$ cat src/rtl/root_seq_ctrl.sv
// Root sequencer: launches enabled children one at a time in index
// order, waits for each to finish, and reports timeout or abort.
module root_seq_ctrl #(
    parameter int N_CHILD = 5,
    parameter int TIMEOUT = 255
) (
    input  logic               clk,
    input  logic               rst,
    input  logic               start_i,
    input  logic [N_CHILD-1:0] enable_mask_i,
    input  logic               abort_i,
    input  logic [N_CHILD-1:0] child_done_i,
    output logic [N_CHILD-1:0] child_start_o,
    output logic [2:0]         cur_idx_o,
    output logic               busy_o,
    output logic               done_o,
    output logic               err_o,
    output logic [2:0]         err_idx_o
);

    typedef enum logic [1:0] {
        S_IDLE,
        S_LAUNCH,
        S_WAIT,
        S_FINISH
    } state_t;

    localparam logic [7:0]         TMAX = 8'(TIMEOUT);
    localparam logic [N_CHILD-1:0] ONE  = N_CHILD'(1);

    state_t             state_q, state_d;
    logic [N_CHILD-1:0] mask_q, mask_d;
    logic [7:0]         timer_q, timer_d;
    logic [2:0]         idx_q, idx_d;
    logic               err_q, err_d;
    logic [2:0]         eidx_q, eidx_d;
    logic [N_CHILD-1:0] start_d;
    logic [3:0]         sel;

    // Lowest set bit of m at or above lo; bit 3 flags "found".
    function automatic logic [3:0] pick(
        input logic [N_CHILD-1:0] m,
        input int                 lo
    );
        logic [3:0] r;
        r = '0;
        for (int i = N_CHILD - 1; i >= 0; i--) begin
            if (m[i] && i >= lo) begin
                r = {1'b1, 3'(i)};
            end
        end
        return r;
    endfunction

    // Next-state, bookkeeping and start-pulse selection.
    always_comb begin
        state_d = state_q;
        mask_d  = mask_q;
        timer_d = timer_q;
        idx_d   = idx_q;
        err_d   = err_q;
        eidx_d  = eidx_q;
        start_d = '0;
        sel     = '0;
        unique case (state_q)
            S_IDLE: begin
                if (start_i) begin
                    mask_d = enable_mask_i;
                    err_d  = 1'b0;
                    eidx_d = '0;
                    sel    = pick(enable_mask_i, 0);
                    if (sel[3]) begin
                        idx_d   = sel[2:0];
                        start_d = ONE << sel[2:0];
                        state_d = S_LAUNCH;
                    end else begin
                        state_d = S_FINISH;
                    end
                end
            end
            S_LAUNCH: begin
                timer_d = '0;
                if (abort_i) begin
                    err_d   = 1'b1;
                    eidx_d  = idx_q;
                    state_d = S_FINISH;
                end else begin
                    state_d = S_WAIT;
                end
            end
            S_WAIT: begin
                if (abort_i) begin
                    err_d   = 1'b1;
                    eidx_d  = idx_q;
                    state_d = S_FINISH;
                end else if (child_done_i[idx_q]) begin
                    sel = pick(mask_q, int'(idx_q) + 1);
                    if (sel[3]) begin
                        idx_d   = sel[2:0];
                        start_d = ONE << sel[2:0];
                        state_d = S_LAUNCH;
                    end else begin
                        state_d = S_FINISH;
                    end
                end else if (timer_q == TMAX) begin
                    err_d   = 1'b1;
                    eidx_d  = idx_q;
                    state_d = S_FINISH;
                end else begin
                    timer_d = (timer_q < TMAX) ? timer_q + 8'd1 : TMAX;
                end
            end
            S_FINISH: begin
                state_d = S_IDLE;
            end
            default: begin
                state_d = S_IDLE;
            end
        endcase
    end

    // State and registered outputs.
    always_ff @(posedge clk) begin
        if (rst) begin
            state_q       <= S_IDLE;
            mask_q        <= '0;
            timer_q       <= '0;
            idx_q         <= '0;
            err_q         <= 1'b0;
            eidx_q        <= '0;
            child_start_o <= '0;
            busy_o        <= 1'b0;
            done_o        <= 1'b0;
        end else begin
            state_q       <= state_d;
            mask_q        <= mask_d;
            timer_q       <= timer_d;
            idx_q         <= idx_d;
            err_q         <= err_d;
            eidx_q        <= eidx_d;
            child_start_o <= start_d;
            busy_o        <= (state_d != S_IDLE);
            done_o        <= (state_d == S_FINISH);
        end
    end

    assign cur_idx_o = idx_q;
    assign err_o     = err_q;
    assign err_idx_o = eidx_q;

endmodule

$ cat config.mk
export PLATFORM = sky130hd
export DESIGN_NAME = root_seq_ctrl
export DESIGN_NICKNAME = d
export VERILOG_FILES = /design/src/rtl/root_seq_ctrl.sv
export SDC_FILE = /design/constraint.sdc
export NUM_CORES = 1
export LEC_CHECK = 0
export BUFFER_PORTS_ARGS = -buffer_cell sky130_fd_sc_hd__buf_2
export CAP_MARGIN = 20
export CORE_MARGIN = 5
export CORE_UTILIZATION = 40
export DETAILED_ROUTE_END_ITERATION = 8
export SYNTH_ARGS = -nofsm -noshare
export SYNTH_HDL_FRONTEND = slang
export SYNTH_SLANG_ARGS = --single-unit
$ cat constraint.sdc
create_clock -name clk -period 2.1 [get_ports clk]
set_input_delay 0.315 -clock clk [delete_from_list [all_inputs] [get_ports clk]]
set_output_delay 0.315 -clock clk [all_outputs]
set_load 0.1 [all_outputs]
==> results of run 1 <==
-- layer usage --
layer | GRT usage | part of all wire | vias up
met5 | 0 | 0 | -
met4 | 0.07243 | 0.019 | 0
met3 | 0.05000 | 0.063 | 7
met2 | 0.2234 | 0.40 | 45
met1 | 0.2315 | 0.52 | 724
li1 | - | - | 820
-- cell usage in the layout (no fill, tap or decap), drive strengths merged, types with 2 or more instances in the layout --
| cell type | count |
|---|---|
| clkbuf | 7 |
| a21oi | 31 |
| and2 | 2 |
| or2 | 2 |
| inv | 11 |
| o31ai | 5 |
| nor2b | 2 |
| nor3 | 2 |
| nor2 | 16 |
| a221oi | 2 |
| buf | 30 |
| nand3 | 9 |
| ha | 6 |
| or3 | 2 |
| a31oi | 4 |
| a32oi | 3 |
| nand2 | 30 |
| dfxtp | 29 |
| nand2b | 7 |
| mux2 | 2 |
| nand4 | 2 |
| a21boi | 2 |
| and3 | 4 |
| o21ai | 14 |
| nor3b | 2 |
-- state kept, by name, summed over array words and instances (netlist names) --
register       cells
timer_q            8
child_start_o      5
mask_q             5
cur_idx_o          3
err_idx_o          3
state_q            2
busy_o             1
done_o             1
err_o              1
-- layout make-up --
cell class / instances / share of cell area
multi-input combinational: 164 / 0.5144
sequential: 29 / 0.2964
timing repair buffer: 30 / 0.07895
clock buffer: 7 / 0.04323
tap: 50 / 0.03133
inverter: 11 / 0.02068
clock inverter: 1 / 0.01504
-- stage by stage --
step / setup WS (ns) / power [µW] / instances / hold slack, ns / instance area, µm²
6_report: 0.1846 / 2771 / 292 / 0.2967 / 1997
5_1_grt: 0.002786 / 2985 / 292 / 0.2981 / 1997
4_1_cts: 0.07209 / 2774 / 292 / 0.2902 / 1981
3_5_place_dp: 0.1191 / 2163 / 284 / 0.4549 / 1864
3_3_place_gp: 0.1544 / 2170 / 284 / 0.4422 / 1864
2_1_floorplan: 0.07673 / 1874 / 208 / 0.4325 / 1659
-- where the power goes --
group          switching (µW)  total [µW]  leakage [µW]  internal (µW)
Sequential               93.3         753      0.000238            660
Combinational            1000        1420      0.000519            417
Clock                     211         597     0.0000585            386
Total                    1310        2770      0.000816           1460
-- worst paths after layout --
kind / from / end / slack [ns] / cells after the start
max reg2reg: timer_q[0] / timer_q[5] / 0.18 / 6
min: enable_mask_i[3] / mask_q[3] / 0.30 / 3
min reg2reg: mask_q[1] / mask_q[1] / 0.46 / 2
max: timer_q[0] / timer_q[5] / 0.18 / 6
-- worst max-delay path: cells and delay by family (launching register included) --
kind | cells | cell delay [ns]
adder cells (fa/ha/maj) | 1 | 0.24
AND/OR/NAND/NOR | 3 | 0.87
AO/OA/AOI/OAI | 2 | 0.41
flip-flops | 1 | 0.33
-- cell families (layout without fill, tap and decap cells) --
| kind of cell | count (synthesis) | after routing | share of synthesized area |
|---|---|---|---|
| simple gates | 84 | 84 | 0.2589 |
| xor+xnor | 1 | 1 | 0.005316 |
| buf+inv | 15 | 49 | 0.03417 |
| fa+ha+maj | 6 | 6 | 0.04556 |
| compound gates | 70 | 70 | 0.2817 |
| mux | 3 | 3 | 0.02202 |
| flops | 29 | 29 | 0.3523 |
==> metrics.md, run 1 <==
| Metric | Value |
|---|---|
| DR iter-0 viols | 95 |
| Most used cell, CP | a21oi_1 |
| Fraction of registers with async set/reset | 0 |
| GRT Util Overall | 0.1626 |
| Post-CTS sizing | 0 |
| Worst-path clk slew | 0.06 ns |
| Core footprint | 4000 µm² |
| Endpoints failing setup | 0 |
| P_leak | 0.0008157 µW |
| Top cell type's share of synthesized area | 0.3523 |
| Final Cycle Share | 0.9121 |
| Clock Skews | 0.003750 ns |
| Maxcap violations | 0 |
| Starting Density | 0.4119 |
| Share of cells above drive strength 1 | 0.2273 |
| Post-synth top cells | a21oi_1 (30), dfxtp_1 (29), nand2_1 (29), nor2_1 (16), o21ai_0 (12) |
| Least-Margin Pin Slew | 0.4904 ns |
| Most common flop cell mapped by yosys | dfxtp_1 |
| Worst setup EP type | flip-flop |
| Max Clk Rate | 522.1 MHz |
| RSZ-0062 raised after global routing | false |
| Max H-tree Level | 2 |
| Distinct cell type count after synthesis | 49 |
| Clock Sinks | 29 |
| Type of the most critical hold path | in2reg |
| Grt ovf | 0 |
| Slowest cell on the critical path | or3_1 |
| Drc violations | 0 |
| Filler cells | 419 |
| Initial antenna violation count | 0 |
| Total routed wirelength | 4009 µm |
| First-pass GRT wire length | 6782 µm |
| Avg WL per Cell | 13.73 µm |
| Final nets | 261 |
| Register Area | 591.8 µm² |
| Vias/cell | 5.466 |
| Hold-fix buffers at CTS | 0 |
| Final ANT Viol Nets | 0 |
| Post-DP HPWL | 2985 µm |
| Post-CTS setup buffer count | 0 |
| Max Slew Vio Count | 0 |
| Critical path's largest stage delay | 0.40 ns |
| Die area | 5503 µm² |
| Port Buf Inserts | 27 |
| Dominant cell by count in the synthesized netlist | a21oi_1 |
| Die H | 74.19 µm |
| Largest net degree at the start of global routing | 20 |
| CP arrival | 2.13 ns |
| Root Buffer | clkbuf_8 |
| Final hold vios | 0 |
| Mapped Cells | 208 |
| Maximum vdd drop | 0.0006484 V |
| Multi-input logic area | 1027 µm² |
| Setup crit start kind | flip-flop |
| Avg Inst Size Synth | 7.922 µm² |
| N_diodes | 0 |
| Synthesis-stage register bit count | 29 |
| Area contributors post-synth | dfxtp_1 (35%), a21oi_1 (9.1%), nand2_1 (6.6%) |
| Rel. slew slack | 0.6753 |
| First-pass DRT Iterations | 4 |
| Critical path class | reg2reg |
| Global placer's final weighted congestion | 0.8325 |
| Setup TNS | 0 ns |
| Vias in the first global route | 1445 |
| DIE WIDTH | 74.19 µm |
| Via count | 1596 |
| CTS tree | yes |
| Post-synth EDFFs | 0 |
| Utilization after layout | 0.4992 |
| Synth Net Count | 228 |
| Cell taking the most area after synthesis | dfxtp_1 |
| CTS buffer count | 5 |
| Synth-to-layout area growth | 21.18% |
| Crit-path cells | ha_1 -> and4_1 -> a21oi_1 -> nand4_2 -> or3_1 -> a21oi_1 |
| # IOs | 28 |
| Req. time, crit path | 2.32 ns |
| Status | complete, no violations |
| Longest Clk Path Bufs | 2 |
| Final critical-path required period | 1.915 ns |
| Ys Warns | 0 |
| PD cells | 1388 nW/µm² |
| Register area share after synthesis | 0.3523 |
| Rows | 23 |
| Crit Path Max Fanout | 7 |
| Clk_lat worst skew | 0.28 ns |
| Cell area after synthesis | 1648 µm² |
Note: power is estimated with default switching activity, not from simulation.
==> inputs of run 2 (changes only) <==
Settings changed: CORE_UTILIZATION 40 to 50, PLACE_DENSITY set to 0.72.
==> metrics.md, run 2 (synthesis gave the netlist of run 1 again) <==
| Metric | Value |
|---|---|
| Final ANT Viol Nets | 0 |
| Type of the most critical hold path | in2reg |
| Max Slew Vio Count | 0 |
| Port Buf Inserts | 27 |
| Setup TNS | 0 ns |
| Hold path startpoint | enable_mask_i[3] |
| Vias in the first global route | 1396 |
| Clock Sinks | 29 |
| Critical path class | reg2reg |
| Slowest cell on the critical path | dfxtp_4 |
| RSZ-0062 raised after global routing | false |
| Status | complete, no violations |
| Critical path's largest stage delay | 0.38 ns |
| N_diodes | 0 |
| Clk_lat worst skew | 0.33 ns |
| CP delay by family, top | compound AO/OA/AOI/OAI gates |
| P_leak | 0.0007932 µW |
| Grt ovf | 0 |
| Total routed wirelength | 3852 µm |
| GRT Util Overall | 0.1856 |
| Drc violations | 0 |
| Final critical-path required period | 1.946 ns |
| Maxcap violations | 0 |
| Avg WL per Cell | 13.52 µm |
| Worst Hold Endpoint | mask_q[3] |
| Least-Margin Pin Slew | 0.4896 ns |
| Worst r2r src | cur_idx_o[0] |
| First-pass GRT wire length | 6361 µm |
| FF-to-FF setup slack | 0.15 ns |
| Starting Density | 0.5310 |
| Rel. slew slack | 0.6759 |
| Rows | 20 |
| WP buf/inv | 0 |
| Crit-path cells | ha_1 -> and2_4 -> a31oi_1 -> o21ai_2 -> o31ai_4 -> a311oi_2 -> nor3b_1 |
| Clock Skews | 0.01161 ns |
| CTS tree | yes |
| DR iter-0 viols | 113 |
| Top flop regs | timer_q x8, child_start_o x5, mask_q x5 |
| Initial antenna violation count | 0 |
| Die area | 4543 µm² |
| Most frequent cells in the layout | nand2_1 (29), a21oi_1 (29), buf_2 (27), dfxtp_1 (26), nor2_1 (16) |
| Final hold slack | 0.2473 ns |
| Worst Hold Depth | 3 |
| Global placer's final weighted congestion | 0.8052 |
| Post-CTS setup buffer count | 0 |
| Req. time, crit path | 2.34 ns |
| CP arrival | 2.19 ns |
| Maximum vdd drop | 0.0009119 V |
| # IOs | 28 |
| Longest Clk Path Bufs | 2 |
| Final nets | 260 |
| Filler cells | 319 |
| Top reg by flops | timer_q |
| Max Clk Rate | 513.8 MHz |
| Worst setup startpoint | cur_idx_o[0] |
| Via count | 1579 |
| CTS buffer count | 5 |
| Share of cells above drive strength 1 | 0.2324 |
| Crit Path Max Fanout | 7 |
| Vias/cell | 5.540 |
| Die H | 67.41 µm |
| Core footprint | 3103 µm² |
| Max H-tree Level | 2 |
| DIE WIDTH | 67.41 µm |
| Hold-fix buffers at CTS | 0 |
| Setup crit start kind | flip-flop |
| Final Cycle Share | 0.9267 |
| R2r worst-path depth | 7 |
| Worst-path clk slew | 0.10 ns |
| Largest net degree at the start of global routing | 20 |
| Post-CTS sizing | 0 |
| Endpoints failing setup | 0 |
| Max reg flops | 8 |
| Post-DP HPWL | 2884 µm |
| Reg-to-Reg End | done_o |
| Worst setup EP type | flip-flop |
| First-pass DRT Iterations | 4 |
| Root Buffer | clkbuf_4 |
| Final hold vios | 0 |
| Synth-to-layout area growth | 17.69% |
| PD cells | 1317 nW/µm² |
## run 2: worst min-delay path: stages
cell	delay, ns
buf_2	0.11
nand2_1	0.06
a21oi_1	0.05
## run 2: area by class of cell
class	instances	area [µm²]	share of cell area
Multi-Input combinational cell	164	1031	0.5316
Sequential cell	29	591.8	0.3052
Timing Repair Buffer	29	150.1	0.07742
Clock buffer	7	65.06	0.03355
Tap cell	44	55.05	0.02839
Inverter	11	41.29	0.02129
Clock inverter	1	5.005	0.002581
## run 2: power by group
group,internal (µW),switching [µW]
registers,658,95.1
logic,411,1000
clock network,194,195
## run 2: worst max path at each step
stage	depth (start not counted)	endpoint	slack, ns
5_1_grt	7	cur_idx_o[0]	0.0003
2_1_floorplan	7	cur_idx_o[0]	0.08
6_report	7	done_o	0.15
4_1_cts	7	cur_idx_o[0]	0.05
3_5_place_dp	7	cur_idx_o[0]	0.1
3_3_place_gp	7	cur_idx_o[0]	0.14
## run 2: through the flow
stage / total power (µW) / util / std cells / area [µm²] / setup WS (ns)
after global placement: 2143 / 0.5960 / 277 / 1849 / 0.1406
final: 2554 / 0.6250 / 285 / 1939 / 0.1538
after global routing: 2732 / 0.6250 / 285 / 1939 / 0.0003411
after detailed placement: 2143 / 0.5960 / 277 / 1849 / 0.09768
after CTS: 2532 / 0.6185 / 285 / 1919 / 0.04925
after floorplan: 1874 / - / 208 / 1659 / 0.07673
## run 2: metal layers
metal,global-route usage,wire [µm],share of wire,vias to the layer above
li1,-,-,-,815
met5,0,0,0,-
met3,0.05824,236,0.061,4
met2,0.2564,1568,0.41,50
met1,0.2728,2006,0.52,710
met4,0.05316,40,0.010,0
